File: src/rtl/hack_pkg.sv
// hack_pkg: shared state encoding and instruction field positions for the Hack controller
package hack_pkg;
   typedef enum logic [2:0] {S_IDLE, S_FETCH, S_DECODE, S_EXEC, S_WB, S_HALT} state_t;
   localparam int C_BIT   = 15;
   localparam int A_BIT   = 12;
   localparam int COMP_HI = 11;
   localparam int COMP_LO = 6;
   localparam int DEST_A  = 5;
   localparam int DEST_D  = 4;
   localparam int DEST_M  = 3;
   localparam int JUMP_HI = 2;
endpackage

File: src/rtl/hack_jump_eval.sv
// hack_jump_eval: jump-taken decision from the three jump bits and registered {ng,zr}
module hack_jump_eval (
   input  logic [2:0] i_jump,
   input  logic       i_ng,
   input  logic       i_zr,
   output logic       o_taken
);
   assign o_taken = (i_jump[2] & i_ng) | (i_jump[1] & i_zr) | (i_jump[0] & ~i_ng & ~i_zr);
endmodule

File: src/rtl/hack_ctrl_fsm.sv
// hack_ctrl_fsm: fetch/decode/execute/writeback controller for the Hack CPU datapath,
// with ROM/RAM handshake stalls and a timeout that halts the core.
module hack_ctrl_fsm
   import hack_pkg::*;
#(
   parameter int IW      = 16,
   parameter int TIMEOUT = 15
) (
   input  logic          clk,
   input  logic          reset,
   input  logic [IW-1:0] instr,
   input  logic          instr_valid,
   input  logic          alu_zr,
   input  logic          alu_ng,
   input  logic          mem_ready,
   output logic          fetch_req,
   output logic          zx,
   output logic          nx,
   output logic          zy,
   output logic          ny,
   output logic          f,
   output logic          no,
   output logic          am_sel,
   output logic          a_sel_instr,
   output logic          load_a,
   output logic          load_d,
   output logic          mem_rd,
   output logic          write_m,
   output logic          pc_load,
   output logic          pc_inc,
   output logic          halted
);
   state_t        r_state, w_next;
   logic [IW-1:0] r_ir;
   logic [1:0]    r_flags;
   logic [7:0]    r_cnt;
   logic          w_c, w_commit, w_taken, w_alu_en, w_wait, w_unused;

   assign w_c      = r_ir[C_BIT];
   assign w_unused = ^r_ir[14:13];
   // A C-instr that writes memory commits only in the cycle RAM accepts the write
   assign w_commit = (r_state == S_WB) && (!w_c || !r_ir[DEST_M] || mem_ready);

   hack_jump_eval u_jump (
      .i_jump  (r_ir[JUMP_HI:0]),
      .i_ng    (r_flags[1]),
      .i_zr    (r_flags[0]),
      .o_taken (w_taken)
   );

   always_comb begin
      w_next      = r_state;
      fetch_req   = 1'b0;
      mem_rd      = 1'b0;
      write_m     = 1'b0;
      a_sel_instr = 1'b0;
      halted      = 1'b0;
      w_alu_en    = 1'b0;
      w_wait      = 1'b0;
      unique case (r_state)
         S_IDLE:   w_next = S_FETCH;
         S_FETCH: begin
            fetch_req = 1'b1;
            w_wait    = !instr_valid;
            w_next    = instr_valid ? S_DECODE : S_FETCH;
         end
         S_DECODE: w_next = w_c ? S_EXEC : S_WB;
         S_EXEC: begin
            w_alu_en = 1'b1;
            mem_rd   = r_ir[A_BIT];
            w_wait   = r_ir[A_BIT] && !mem_ready;
            w_next   = w_wait ? S_EXEC : S_WB;
         end
         S_WB: begin
            w_alu_en    = w_c;
            a_sel_instr = !w_c;
            write_m     = w_c && r_ir[DEST_M];
            w_wait      = !w_commit;
            w_next      = w_commit ? S_FETCH : S_WB;
         end
         S_HALT:   halted = 1'b1;
         default:  w_next = S_IDLE;
      endcase
      if (w_wait && r_cnt == 8'(TIMEOUT - 1)) w_next = S_HALT;
   end

   assign {zx, nx, zy, ny, f, no} = w_alu_en ? r_ir[COMP_HI:COMP_LO] : 6'd0;
   assign am_sel  = w_alu_en && r_ir[A_BIT];
   assign load_a  = w_commit && (!w_c || r_ir[DEST_A]);
   assign load_d  = w_commit && w_c && r_ir[DEST_D];
   assign pc_load = w_commit && w_c && w_taken;
   assign pc_inc  = w_commit && !(w_c && w_taken);

   always_ff @(posedge clk) begin
      if (reset) begin
         r_state <= S_IDLE;
         r_ir    <= '0;
         r_flags <= '0;
         r_cnt   <= '0;
      end else begin
         r_state <= w_next;
         r_cnt   <= (w_next != r_state) ? 8'd0 : r_cnt + 8'd1;
         if (r_state == S_FETCH && instr_valid) r_ir <= instr;
         if (r_state == S_EXEC && w_next == S_WB) r_flags <= {alu_ng, alu_zr};
      end
   end
endmodule

File: config.mk
export PLATFORM = sky130hd
export DESIGN_NAME = hack_ctrl_fsm
export DESIGN_NICKNAME = d
export VERILOG_FILES = /design/src/rtl/hack_pkg.sv /design/src/rtl/hack_jump_eval.sv /design/src/rtl/hack_ctrl_fsm.sv
export SDC_FILE = /design/constraint.sdc
export NUM_CORES = 1
export LEC_CHECK = 0
export ABC_CLOCK_PERIOD_IN_PS = 3300
export BUFFER_PORTS_ARGS = -buffer_cell sky130_fd_sc_hd__buf_4
export CORE_AREA = 4 4 81 68
export DETAILED_ROUTE_END_ITERATION = 7
export DIE_AREA = 0 0 85 72
export PLACE_DENSITY_LB_ADDON = 0.25
export SLEW_MARGIN = 10
export SYNTH_ARGS = -nofsm -noshare
export SYNTH_HDL_FRONTEND = slang
export SYNTH_SLANG_ARGS = --single-unit
File: constraint.sdc
create_clock -name clk -period 3.3 [get_ports clk]
set_input_delay 0.33 -clock clk [delete_from_list [all_inputs] [get_ports clk]]
set_output_delay 0.33 -clock clk [all_outputs]
set_load 0.005 [all_outputs]
---- After elaboration in Yosys (flattened, before gate mapping) ----
Index checks and enable logic that the tools add are counted.
operators by class
  shift-type cells ........................ 0
  reduce and logical (&&, ||, !) cells .... 24
  bitwise operators ....................... 8
  multiply operators ...................... 0
  divide/modulo/power cells ............... 0
  muxes and demuxes ....................... 14
  magnitude comparators ................... 0
  equal/unequal tests ..................... 8
  $add $sub $neg .......................... 1
operators by type and width
  operator             count
  $pmux 3 s6           1
  $logic_and 1x1->1    13
  $mux 3               4
  $eq 3x3->1 const B   3
  $add 8x1->8 const B  1
  $eq 8x4->1 const B   1
  $eq 3x2->1 const B   2
  $logic_not 1->1      6
  $mux 6               1
  $mux 1               5
  $and 1x1->1          4
  $eq 3x1->1 const B   1
  $logic_not 3->1      1
  $logic_or 1x1->1     3
  $ne 3x3->1           1
  $pmux 1 s3           1
  $mux 2               1
  $not 1->1            2
  $or 1x1->1           2
  $pmux 1 s2           1
  $reduce_or 2->1      1
word-level totals
  latch bits .............................. 0
  bits in writable memories ............... 0
  memories ................................ 0
  ROM bits ................................ 0
  output and inout bits ................... 16
  register bits ........................... 29
  word-level logic and storage cells ...... 59

---- Logic depth before layout (Yosys ltp) ----
  word-level depth ........................ 10
  gate-level depth with buffers ........... 7
  gate-level depth less buffers ........... 7

---- By module ----
From an unflattened synthesis, not the netlist that was laid out.
second synthesis, totals
  cell total of the unflattened synthesis .. 164
  area, all modules ....................... 1375.1 µm²
modules (own cells, without submodules)
  module          cells an instance  times used  area an instance (µm²)
  hack_ctrl_fsm   162                1           1357.6
  hack_jump_eval  2                  1           17.5

---- Worst setup path before layout ----
OpenSTA, ideal clock, no wires.
  path kind ............................... register to register
  start ................................... reg r_state[2]
  end ..................................... reg r_cnt[2]
  required time ........................... 3.165 ns
  data arrival time ....................... 1.546 ns
  library setup time ...................... 0.135 ns
  cell stages (with the launch flop) ...... 7
  setup slack ............................. 1.618 ns
  cells stage by stage .................... dfxtp_1 -> buf_4 -> nor3b_4 -> o211ai_2 -> o221ai_2 -> mux2i_2 -> nor4_1
between the ends
  cells in the longest elaborated chain, start to end .. 8
  elaborated cells between the ends (all ways) .. 15
  those cells by class .................... eq/ne (6); mux (4); reduce/logical (5)
ends and longest elaborated chain
  element                        RTL line                                  source
  start, declared                hack_ctrl_fsm.sv:33                       state_t r_state, w_next;
  start signal, assigned         hack_ctrl_fsm.sv:101                      r_state <= w_next;
  $eq 3x3->1                     hack_ctrl_fsm.sv:42, hack_ctrl_fsm.sv:60
  $logic_and 1x1->1              hack_ctrl_fsm.sv:42                       assign w_commit = (r_state == S_WB) && (!w_c || !r_ir[DEST_M] || mem_ready);
  $logic_not 1->1                hack_ctrl_fsm.sv:78                       w_wait = !w_commit;
  $pmux 1 s3                     hack_ctrl_fsm.sv:60                       unique case (r_state)
  $logic_and 1x1->1              hack_ctrl_fsm.sv:84                       if (w_wait && r_cnt == 8'(TIMEOUT - 1)) w_next = S_HALT;
  $mux 3                         hack_ctrl_fsm.sv:84
  $ne 3x3->1 (*)                 hack_ctrl_fsm.sv:102                      r_cnt <= (w_next != r_state) ? 8'd0 : r_cnt + 8'd1;
  $reduce_or 2->1 (no line) (*)  -
  end signal, assigned           hack_ctrl_fsm.sv:102
  end, declared                  hack_ctrl_fsm.sv:36                       logic [7:0] r_cnt;
Mark *: on every way between the ends. The rest lies on a longest branch, timed or not.
A chain may end at the register's enable or synchronous reset.

---- Worst setup path in the final report ----
  start ................................... reg r_state[2]
  end ..................................... out am_sel
between the ends
  cells in the longest elaborated chain, start to end .. 3
  elaborated cells between the ends (all ways) .. 4
  those cells by class .................... eq/ne (2); mux (1); reduce/logical (1)
ends and longest elaborated chain
  element                                   RTL line             source
  $eq 3x3->1 or $eq 3x2->1 (tied branches)  hack_ctrl_fsm.sv:60
  $pmux 1 s2 (*)                            hack_ctrl_fsm.sv:60
  $logic_and 1x1->1 (*)                     hack_ctrl_fsm.sv:88  assign am_sel = w_alu_en && r_ir[A_BIT];
  end, declared                             hack_ctrl_fsm.sv:23  output logic am_sel,
Marked as above.

==> Implementation_results.wiki <==
{| class="wikitable"
! Metric !! Value
|-
| Clock H-tree levels || 1
|-
| # setup viols final || 0
|-
| Clock tree root buffer cell || sky130_fd_sc_hd__clkbuf_8
|-
| Flip-flop cell with the highest count after synthesis || sky130_fd_sc_hd__dfxtp_1
|-
| Number of failing hold endpoints at the final stage || 0
|-
| Time the worst path needs with I/O delays and setup || 2230 ps
|-
| Number of gates resized after CTS || 0
|-
| Leakage power figure || 0.6596 nW
|-
| Worst-skew pair later-pin latency || 270 ps
|-
| Clock Skew || around 1.2 ps
|-
| Count of boundary I/O pins || 38
|-
| Class of the most critical setup path || reg -> out
|-
| Critical path arrival || around 1900 ps
|-
| Worst Max-Slew Pin Slew || around 650 ps
|-
| Leading post-synthesis cells by instance count || sky130_fd_sc_hd__nand2_1 (33), sky130_fd_sc_hd__dfxtp_1 (27), sky130_fd_sc_hd__a21oi_1 (18)
|-
| Final-report max-slew violation count || 0
|-
| Result of the run || complete, no violations
|-
| Area of the die || just over 6000 µm²
|-
| Peak VDD IR || 0.2095 mV
|-
| Net count of the mapped netlist || between 150 and 200
|-
| EDFF count, synth || 0
|-
| Antenna violations before repair || 0
|-
| Achievable frequency || 448.3 MHz
|-
| Largest area contributor in the synthesized netlist || sky130_fd_sc_hd__dfxtp_1
|-
| Clock Sinks || 27
|-
| Remaining design rule violation count || 0
|-
| Total wire length || 3228 µm
|-
| #FFs+latches synth || 27
|-
| Area of the core || between 4000 and 5000 µm²
|-
| Total iterations of the first detailed-routing run || 4
|-
| Avg Synthesized Cell Area || a little over 8 µm²
|-
| Post-route core utilization || between 30% and 40%
|-
| Clock tree buffer depth || 2
|-
| Sort of element at the start of the critical path || flop
|-
| Layout cells sized above 1 || between 20% and 30%
|-
| Worst relative slew slack || 56.56%
|-
| Initial Utilization || between 20% and 30%
|-
| Setup TNS || 0 ps
|-
| Weighted congestion at the end of routability-driven global placement || about 0.74
|-
| Via total after detailed routing || about 1200
|-
| Die width || between 80 and 90 µm
|-
| CP required || approximately 3000 ps
|-
| Antenna Diode Count || 0
|-
| CP max FO || 10
|-
| Cts hold-fix bufs || 0
|-
| Layout area overhead || 25.25%
|-
| Portion of the clock cycle consumed by the worst path in the final layout || 67.59%
|-
| Post-Synthesis Cells || 165
|-
| Clock tree from TritonCTS || done
|-
| Largest net degree at the start of global routing || 28
|-
| Detail-routed net length per standard cell || around 13 µm
|-
| CTS clock-pin slew for the worst setup and hold paths || around 90 ps
|-
| Fill cell instance count of the final layout || between 400 and 500
|-
| Number of buffers inserted to repair setup after CTS || 0
|-
| Number of distinct library cells after synthesis || 40
|-
| Via density || ~4.5
|-
| PortBufs || 35
|-
| Row cnt || 23
|-
| Share of async-settable or async-resettable flops after synthesis || 0%
|-
| GR Util All Layers || 10.38%
|-
| Area share of the largest cell type after synthesis || around two fifths
|-
| Number of max-cap violations || 0
|-
| TritonCTS Buffers || 3
|-
| Kind of path behind the tightest hold check || in -> reg
|-
| Type of element capturing the critical path || output pin
|-
| Cell types occupying the most area after synthesis || sky130_fd_sc_hd__dfxtp_1 (40%), sky130_fd_sc_hd__nand2_1 (9.2%), sky130_fd_sc_hd__a21oi_1 (6.7%), sky130_fd_sc_hd__nor2b_1 (4.6%), sky130_fd_sc_hd__nor4_1 (3.7%)
|-
| Area of the mapped netlist || 1353 µm²
|-
| Power Dens Cells || approximately 370 nW/µm²
|-
| Most numerous cell in the Yosys netlist || sky130_fd_sc_hd__nand2_1
|-
| Yosys warns || 0
|-
| Post-synthesis sequential area ratio || 39.96%
|-
| Number of cells traversed by the worst register-to-register path || 5
|-
| Cell count of the worst hold path || 3
|-
| DP HPWL || roughly 2300 µm
|-
| Die height || 72 µm
|-
| Initial drt markers || around 80
|-
| Number of nets in the layout || 220
|-
| RSZ-0062 raised after global routing || false
|-
| Number of routed nets with antenna violations || 0
|-
| Vias in the first global route || about 1100
|-
| Grt total ovfl || 0
|-
| Wire length of the first global-routing pass || 5244 µm
|}
==> report_power, final <==
group | internal (mW) | switching [mW]
registers | 0.339 | 0.0134
clock network | 0.0847 | 0.107
logic | 0.0404 | 0.0460
==> path summary, 6_finish.rpt <==
kind,startpoint,to,slack (ps)
setup / recovery,r_state[2]$_SDFF_PP0_,am_sel,1070
hold / removal,alu_zr,r_flags[0]$_SDFFE_PP0P_,290
setup reg to reg,r_state[2]$_SDFF_PP0_,r_cnt[4]$_SDFF_PP0_,1220
hold reg to reg,r_ir[8]$_SDFFE_PP0P_,r_ir[8]$_SDFFE_PP0P_,450
==> sequential cells by signal, summed over array words and instances, names as in the netlist <==
register  flops
r_cnt         8
r_flags       2
r_ir         14
r_state       3
==> layer usage <==
layer	vias to the layer above	track usage, %	wire length, µm
li1	624	-	-
met1	521	14.11	1663
met2	14	17.16	1470
met3	0	2.497	94
met4	0	1.582	0
met5	-	0	0
==> cells in the final DEF, fill, tap and decap left out, drive strengths merged, types with 2 or more instances in the layout <==
master,count
and3b,2
ha,2
nor2,12
dfxtp,27
and2,2
nand3,2
inv,6
xor2,2
and3,2
nor2b,10
mux2i,4
a21oi,18
buf,36
clkbuf,3
xnor2,4
nor3,3
nor3b,4
nor4,8
nand2,33
==> kinds of logic after synthesis <==
kind of cell,Yosys count,synth area share (%)
and+or+nand+nor,81,31.08
AOI/OAI and AO/OA,29,14.43
DFF,27,39.96
buffers and inverters,16,5.550
xor gates and xnor gates,6,3.885
muxes,4,3.238
adders and majority gates,2,1.850
==> critical path, stage by stage (launching register included) <==
cell and delay [ps]:
sky130_fd_sc_hd__dfxtp_1 530, sky130_fd_sc_hd__and3b_1 280, sky130_fd_sc_hd__a21oi_1 530, sky130_fd_sc_hd__nor2b_1 130, sky130_fd_sc_hd__buf_4 170
==> stage by stage <==
| stage | instances | area [µm²] | power, mW | worst slack, ps | hold WS, ps |
|---|---|---|---|---|---|
| 6_report | 257 | 1694 | 0.6299 | 1070 | 288.4 |
| 5_1_grt | 257 | 1694 | 0.6619 | 921.2 | 287.6 |
| 4_1_cts | 257 | 1694 | 0.6381 | 1062 | 286.4 |
| 3_5_place_dp | 253 | 1648 | 0.4463 | 1239 | 443.8 |
| 3_3_place_gp | 253 | 1648 | 0.4464 | 1234 | 440.2 |
| 2_1_floorplan | 165 | 1353 | 0.4116 | 1618 | 431.5 |
==> cell type report <==
class | count | area, µm² | share of cell area [%]
inverters | 6 | 22.52 | 1.329
multi-input cells | 122 | 737.0 | 43.50
repair buffers | 36 | 270.3 | 15.95
flip-flops and latches | 27 | 540.5 | 31.91
clock buffers | 3 | 41.29 | 2.437
well taps | 62 | 77.57 | 4.579
clock inverters | 1 | 5.005 | 0.2954
Note: power is estimated with default switching activity, not from simulation.
